<file path="config.mk">
export PLATFORM = sky130hd
export DESIGN_NAME = read_port_arbiter
export DESIGN_NICKNAME = d
export VERILOG_FILES = /design/src/rtl/read_port_arbiter.sv
export SDC_FILE = /design/constraint.sdc
export NUM_CORES = 1
export LEC_CHECK = 0
export BUFFER_PORTS_ARGS = -buffer_cell sky130_fd_sc_hd__buf_2
export CORE_MARGIN = 5
export CORE_UTILIZATION = 49
export DETAILED_ROUTE_END_ITERATION = 12
export PLACE_DENSITY_LB_ADDON = 0.25
export SYNTH_ARGS = -nofsm -noshare
export SYNTH_HDL_FRONTEND = slang
export SYNTH_SLANG_ARGS = --single-unit
</file>
<file path="constraint.sdc">
create_clock -name clk -period 3.3 [get_ports clk]
set_clock_uncertainty 0.15 [all_clocks]
set_input_delay 0.33 -clock clk [delete_from_list [all_inputs] [get_ports clk]]
set_output_delay 0.33 -clock clk [all_outputs]
set_load 0.05 [all_outputs]
</file>
<file path="src/rtl/read_port_arbiter.sv">
// -----------------------------------------------------------------------------
// read_port_arbiter
//
// Shares one AXI read master port between an instruction-fetch requester (IM)
// and a data-load requester (DM). One single-beat read is in flight at a time.
// Ties are resolved round-robin, and after reset IM wins the first tie.
//
// Ports
//   clk, rst                 clock (rising edge), asynchronous active-low reset
//   im_req, im_addr          IM read request (level) and address
//   dm_req, dm_addr          DM read request (level) and address
//   im_rdata, dm_rdata       registered read data, one register per requester
//   im_stall, dm_stall       high while that requester's read is pending
//   AR*_M                    AXI read-address channel (ARREADY_M is an input)
//   R*_M                     AXI read-data channel (RREADY_M is an output)
// -----------------------------------------------------------------------------
module read_port_arbiter #(
    parameter logic [3:0] IM_ID = 4'b0000,
    parameter logic [3:0] DM_ID = 4'b0001
) (
    input  logic        clk,
    input  logic        rst,

    input  logic        im_req,
    input  logic [31:0] im_addr,
    input  logic        dm_req,
    input  logic [31:0] dm_addr,
    output logic [31:0] im_rdata,
    output logic [31:0] dm_rdata,
    output logic        im_stall,
    output logic        dm_stall,

    output logic [3:0]  ARID_M,
    output logic [31:0] ARADDR_M,
    output logic [3:0]  ARLEN_M,
    output logic [2:0]  ARSIZE_M,
    output logic [1:0]  ARBURST_M,
    output logic        ARVALID_M,
    input  logic        ARREADY_M,

    input  logic [3:0]  RID_M,
    input  logic [31:0] RDATA_M,
    input  logic [1:0]  RRESP_M,
    input  logic        RLAST_M,
    input  logic        RVALID_M,
    output logic        RREADY_M
);

    typedef enum logic [1:0] {
        IDLE = 2'd0,
        ADDR = 2'd1,
        DATA = 2'd2,
        DONE = 2'd3
    } state_t;

    state_t      state;
    state_t      state_next;

    logic        owner_dm;   // owner of the current transaction: 0 = IM, 1 = DM
    logic        last_dm;    // requester served last: 0 = IM, 1 = DM
    logic [31:0] addr_q;     // address latched at grant
    logic        grant_dm;   // DM wins the grant taken in IDLE this cycle
    logic        any_req;
    logic [31:0] beat_data;  // RDATA_M with error responses forced to zero

    // Only one read is ever outstanding, so the returned ID carries no
    // information and is deliberately ignored.
    logic        unused_rid;
    assign unused_rid = ^RID_M;

    // Single-beat, 4-byte, INCR bursts only.
    assign ARLEN_M   = 4'd0;
    assign ARSIZE_M  = 3'd2;
    assign ARBURST_M = 2'd1;

    // A lone request always wins; on a tie the requester not served last wins.
    assign any_req   = im_req || dm_req;
    assign grant_dm  = dm_req && (!im_req || !last_dm);

    assign beat_data = (RRESP_M == 2'b00) ? RDATA_M : 32'd0;

    // Stall drops only in the single DONE cycle of the requester's own read,
    // so it rises combinationally together with a new request.
    assign im_stall  = im_req && !((state == DONE) && !owner_dm);
    assign dm_stall  = dm_req && !((state == DONE) &&  owner_dm);

    // -------------------------------------------------------------------------
    // State register
    // -------------------------------------------------------------------------
    // NOTE: sequential state uses non-blocking (<=) so every register samples
    // the pre-edge values regardless of block evaluation order.
    always_ff @(posedge clk or negedge rst) begin
        if (!rst) begin
            state <= IDLE;
        end else begin
            state <= state_next;
        end
    end

    // -------------------------------------------------------------------------
    // Next state and AXI channel outputs
    // -------------------------------------------------------------------------
    // NOTE: every signal written here gets a default first, so no path through
    // the case statement can leave one unassigned and infer a latch.
    always_comb begin
        state_next = state;
        ARVALID_M  = 1'b0;
        ARADDR_M   = 32'd0;
        ARID_M     = IM_ID;
        RREADY_M   = 1'b0;

        unique case (state)
            IDLE: begin
                if (any_req) begin
                    state_next = ADDR;
                end
            end
            ADDR: begin
                ARVALID_M = 1'b1;
                ARADDR_M  = addr_q;
                ARID_M    = owner_dm ? DM_ID : IM_ID;
                if (ARREADY_M) begin
                    state_next = DATA;
                end
            end
            DATA: begin
                RREADY_M = 1'b1;
                if (RVALID_M && RLAST_M) begin
                    state_next = DONE;
                end
            end
            DONE: begin
                state_next = IDLE;
            end
            default: begin
                state_next = IDLE;
            end
        endcase
    end

    // -------------------------------------------------------------------------
    // Grant bookkeeping and read-data capture
    // -------------------------------------------------------------------------
    // NOTE: the read-data registers are architecturally visible and must read
    // zero straight out of reset, so they are reset like control state.
    always_ff @(posedge clk or negedge rst) begin
        if (!rst) begin
            owner_dm <= 1'b0;
            last_dm  <= 1'b1;
            addr_q   <= 32'd0;
            im_rdata <= 32'd0;
            dm_rdata <= 32'd0;
        end else begin
            if ((state == IDLE) && any_req) begin
                owner_dm <= grant_dm;
                addr_q   <= grant_dm ? dm_addr : im_addr;
            end

            if ((state == DATA) && RVALID_M) begin
                if (owner_dm) begin
                    dm_rdata <= beat_data;
                end else begin
                    im_rdata <= beat_data;
                end
                // Round-robin history moves on the edge that enters DONE.
                if (RLAST_M) begin
                    last_dm <= owner_dm;
                end
            end
        end
    end

endmodule

</file>
# Word level (Yosys, flattened, before mapping)
# Index checks and enable logic that the tools add are counted.
# W data, S select, Z words.
# word_totals
ff_bits	100
in_bits	109
out_inout_bits	113
wordCells	45
# op_classes
eq_ne	6
n_mux	11
bitwise	1
reduce_logical	21
# ops
operator	n
$mux W32	3
$logic_and A1 B1 Y1	8
$pmux W2 S4	1
$mux W2	3
$ne A2 B2 Y1 const B	3
$reduce_and A2 Y1	3
$logic_not A1 Y1	5
$eq A2 B2 Y1 const B	2
$logic_not A2 Y1	2
$mux W1	4
$reduce_and A3 Y1	1
$eq A2 B1 Y1 const B	1
$logic_or A1 B1 Y1	2
$not A1 Y1	1

# Depth between registers and ports, before layout
# depth
word_depth	4
ltp_mapped	7
ltp_nobuf	5

# Worst setup path after synthesis
# OpenSTA, ideal clock, no wires.
# synth_timing
kind	register -> output
start	reg state[0]
end	out dm_stall
t_arrival_ns	1.717
required_time_ns	2.820
path_slack_ns	1.103
path_stages_with_launch	3
path_buffers	0
cell_sequence	dfrtp_1 -> ha_1 -> a21boi_0
# synth_between
elab_chain_cells	4
# synth_rtl
element	line	text
from (decl)	56	state_t state;
from (signal assigned)	96	state <= state_next;
$eq A2 B2 Y1	85	assign dm_stall = dm_req && !((state == DONE) && owner_dm);
$logic_and A1 B1 Y1	85	
$logic_not A1 Y1	85	
$logic_and A1 B1 Y1	85	
to (decl)	31	output logic dm_stall,
# Every way passes these cells.

# Worst setup path in the final report
# layout_timing
start	reg state[1]
end	out ARADDR_M[15]
# layout_between
elab_chain_cells	2
# layout_rtl
element	line	text
$eq A2 B1 Y1	112	unique case (state)
$mux W32	112	
to (decl)	34	output logic [31:0] ARADDR_M,
# Every way passes these cells.

==> results.md <==
- The synthesized flop and latch total is 100.
- For this design the top-level I/O count stands at between 200 and 250.
- The share of the Yosys chip area taken by registers is 0.5622.
- The worst path meets setup with between 600 and 700 ps of slack.
- The number of instances resized during post-cts repair is 0.
- Summed over all layers, the global routing overflow is 0.
- The synthesized netlist cell count is ~460.
- The required time of the critical path is between 2000 and 3000 ps.
- The initial core utilization is 0.5057.
- In this run the critical register-to-register path is captured at dm_rdata[30].
- The total inserted antenna cells is 0.
- Ranked by total cell area, the synthesized netlist is headed by dfrtp_1 56%, nand2_1 11%, o21ai_0 7.9%.
- The routability congestion estimate from global placement is about 0.76.
- The worst hold path endpoint is dm_rdata[0].
- Of the available clock period, the critical path in the final layout requires 0.7952.
- The path type of the worst setup path is flop to output port.
- The number of global-route vias before repair is about 3600.
- The number of violations of the max-capacitance limit is 0.
- The cell at the root of the clock tree is clkbuf_8.
- From left edge to right edge, the die measures ~110 µm.
- The hold violation total from the final report was 0.
- The synthesized area divided by synthesized cell count is roughly 9.7 µm².
- The post-layout minimum cycle time is 2624 ps.
- The longest clock path from root to sink contains 2 buffers.
- The worst ir drop on vdd is around 0.58 mV.
- The type of the worst min-delay path is input port to flop.
- Dividing the detail-routed wire length by the instance count gives 13.96 µm.
- For this run, design rule violations remaining after detail routing come to 0.
- The area inside the core boundary is about 9000 µm².
- Setup repair after global routing left no endpoint under its margin.
- The HPWL after detailed placement is just under 8000 µm.
- The floorplan step defined a die boundary enclosing 11090 µm².
- The tightest slew margin relative to the limit is 0.2819.
- The share of synthesized area in the top cell type comes to 0.5563.
- Summed over all layers, the routed wires come to around 11000 µm.
- The startpoint of the tightest hold check path is RDATA_M[0].
- Buffers inserted during clock tree synthesis total 9.
- The final count of pins violating max slew is 0.
- Counting instances, the worst hold path has a depth of 3.
- CTS saw 100 sinks.
- The register-to-register setup slack is roughly 840 ps.
- The total area of multi-input combinational cells is around 1700 µm².
- The worst hold slack is ~76 ps.
- Clock-pin slew was measured on the worst setup and hold paths at 100 ps.
- The quantity of I/O buffers inserted on ports is around 210.
- The arrival time at the worst endpoint is between 2000 and 2500 ps.
- For this design the ratio of total power to cell area is between 1000 and 1500 nW/µm².
- At the pin with the least slew margin, the transition time is around 1100 ps.
- In this run the core area contains 34 standard-cell rows.
- The element type at the critical path start is a flop.
- The highest net fanout along the worst path is 35.
- The detailed-routing iteration count for the pre-antenna-repair pass is 6.
- The count of warnings emitted by yosys is 0.
- Dividing the detail-routed via count by the number of cells gives ~4.8.
- The routed layout has roughly 3700 vias.
- For the final routed database, the setup TNS stands at 0 ps.
- The total power after layout is approximately 5.8 mW.
- The residual antenna-violating net count after detailed routing is 0.
- The clock reaches the later pin of the worst-skew pair after between 300 and 400 ps.
- In this run the static leakage power is about 3.1 nW.
- In this run the cell area of the synthesized design comes to between 4000 and 5000 µm².
- The startpoint of the worst register-to-register path is state[0].
- The initial antenna violation count is 0.
- Compared with the post-synthesis result, the final layout area differs by 26.69%.
- The critical path endpoint category is an output port.
- The number of DRC markers after the initial detailed-route iteration is 182.
- The number of nets at the end of the flow is 762.
- Based on the critical path, the design can be clocked at up to between 300 and 400 MHz.
- Setup violations remaining at the end of the flow were counted as 0.
- The synthesized design spends more area on one cell type than any other, namely dfrtp_1.
- TritonCTS built the clock tree.
- The pin count of the biggest net entering global routing is 65.
- The overall fraction of global-route tracks in use is 0.1917.
- The die height is between 100 and 150 µm.
- The number of different library cells used by synthesis comes to 26.
- The run finished with clean final reports.
- The filler cells instantiated in the layout total between 700 and 800.
- At the placement stage, the worst setup path has a slack of around 820 ps.
- The wire length of the first global-routing pass is between 15000 and 20000 µm.
- The fraction of layout cells with a size suffix above 1 is 0.3553.
- The H-tree was split into 3 levels.
- The worst register-to-register path has a depth of 4.
- The sequential standard cell area is approximately 2500 µm².
==> worst max-delay path, stage by stage, from the launching register on <==
cell	delay (ps)
dfrtp_1	420
inv_1	90
ha_1	770
and2_1	250
buf_2	270
==> Yosys cell counts <==
| cell | number |
|---|---|
| o32a_1 | 1 |
| nand3_1 | 1 |
| buf_2 | 10 |
| mux2_2 | 1 |
| buf_4 | 14 |
| nor2_1 | 2 |
| inv_1 | 4 |
| buf_6 | 1 |
| nand2_1 | 131 |
| conb_1 | 2 |
| dfrtp_1 | 99 |
| o21ai_1 | 29 |
| mux2i_1 | 32 |
| dfstp_2 | 1 |
| a221oi_2 | 1 |
| nor2b_1 | 1 |
| o21ai_0 | 70 |
| nand3_2 | 1 |
| ha_1 | 4 |
| a21bo_1 | 1 |
| buf_8 | 3 |
| and2_1 | 33 |
| a21boi_0 | 2 |
| clkbuf_2 | 1 |
| clkbuf_1 | 12 |
| nand3b_2 | 1 |
==> what timing repair did <==
| action | 4_1_cts | 5_1_grt |
|---|---|---|
| endpoints found under the hold margin | 59 | 0 |
| setup buffers | 0 | 0 |
| hold buffers | 1 | 0 |
==> state kept, by name (all words and copies together), names as in the netlist <==
register  flops
addr_q       32
dm_rdata     32
im_rdata     32
state         2
last_dm       1
owner_dm      1
==> cells in the final DEF (no fill, tap or decap), types with 5 or more instances in the layout <==
| master | count |
|---|---|
| mux2i_1 | 32 |
| o21ai_0 | 69 |
| and2_1 | 33 |
| buf_2 | 204 |
| dfrtp_1 | 99 |
| conb_1 | 12 |
| nand2_1 | 131 |
| buf_4 | 5 |
| clkbuf_8 | 10 |
| o21ai_1 | 29 |
==> worst max path at each step <==
stage	from	endpoint	slack (ps)	cells past startpoint
3_5_place_dp	state[0]	dm_rdata[29]	820	4
3_3_place_gp	state[0]	dm_rdata[29]	920	4
5_1_grt	state[1]	ARADDR_M[15]	450	4
4_1_cts	state[1]	ARADDR_M[15]	630	4
2_1_floorplan	state[0]	dm_stall	1100	2
6_report	state[1]	ARADDR_M[15]	680	4
==> metrics by stage <==
stage / utilization / cells / cell area, µm²
2_1_floorplan: - / 468 / 4491
3_3_place_gp: 0.6196 / 745 / 5456
3_5_place_dp: 0.6196 / 745 / 5456
4_1_cts: 0.6407 / 761 / 5642
5_1_grt: 0.6407 / 761 / 5642
6_report: 0.6407 / 761 / 5642
==> logic make-up after synthesis <==
| kind of cell | Yosys count | synth area share |
|---|---|---|
| other | 2 | 0.001686 |
| adder cells (fa/ha/maj) | 4 | 0.01124 |
| AO/OA/AOI/OAI | 104 | 0.1225 |
| buffers and inverters | 45 | 0.06209 |
| multiplexers | 33 | 0.07446 |
| AND/OR/NAND/NOR | 170 | 0.1658 |
| flip-flops | 100 | 0.5622 |
==> where the power goes <==
| group | total, mW | switching [mW] | internal [mW] | leakage (nW) |
|---|---|---|---|---|
| Clock | 0.704 | 0.411 | 0.294 | 0.0848 |
| Sequential | 1.99 | 0.256 | 1.74 | 1.31 |
| Combinational | 3.09 | 2.37 | 0.722 | 1.74 |
| Total | 5.78 | 3.03 | 2.75 | 3.13 |
==> layer usage <==
layer / GRT usage / routed length, µm / share of wire
met5: 0 / 0 / 0
met4: 0.03655 / 81 / 0.0076
met3: 0.08863 / 1309 / 0.12
met2: 0.3210 / 4931 / 0.46
met1: 0.2291 / 4298 / 0.40
==> layout make-up <==
class                           count  area share
Clock buffer                       10     0.02440
Clock inverter                      5    0.006653
Inverter                            4    0.002661
Multi-Input combinational cell    323      0.3056
Sequential cell                   100      0.4438
Tap cell                          108     0.02395
Timing Repair Buffer              211      0.1929
No activity file was read; power rests on OpenSTA's default activity.
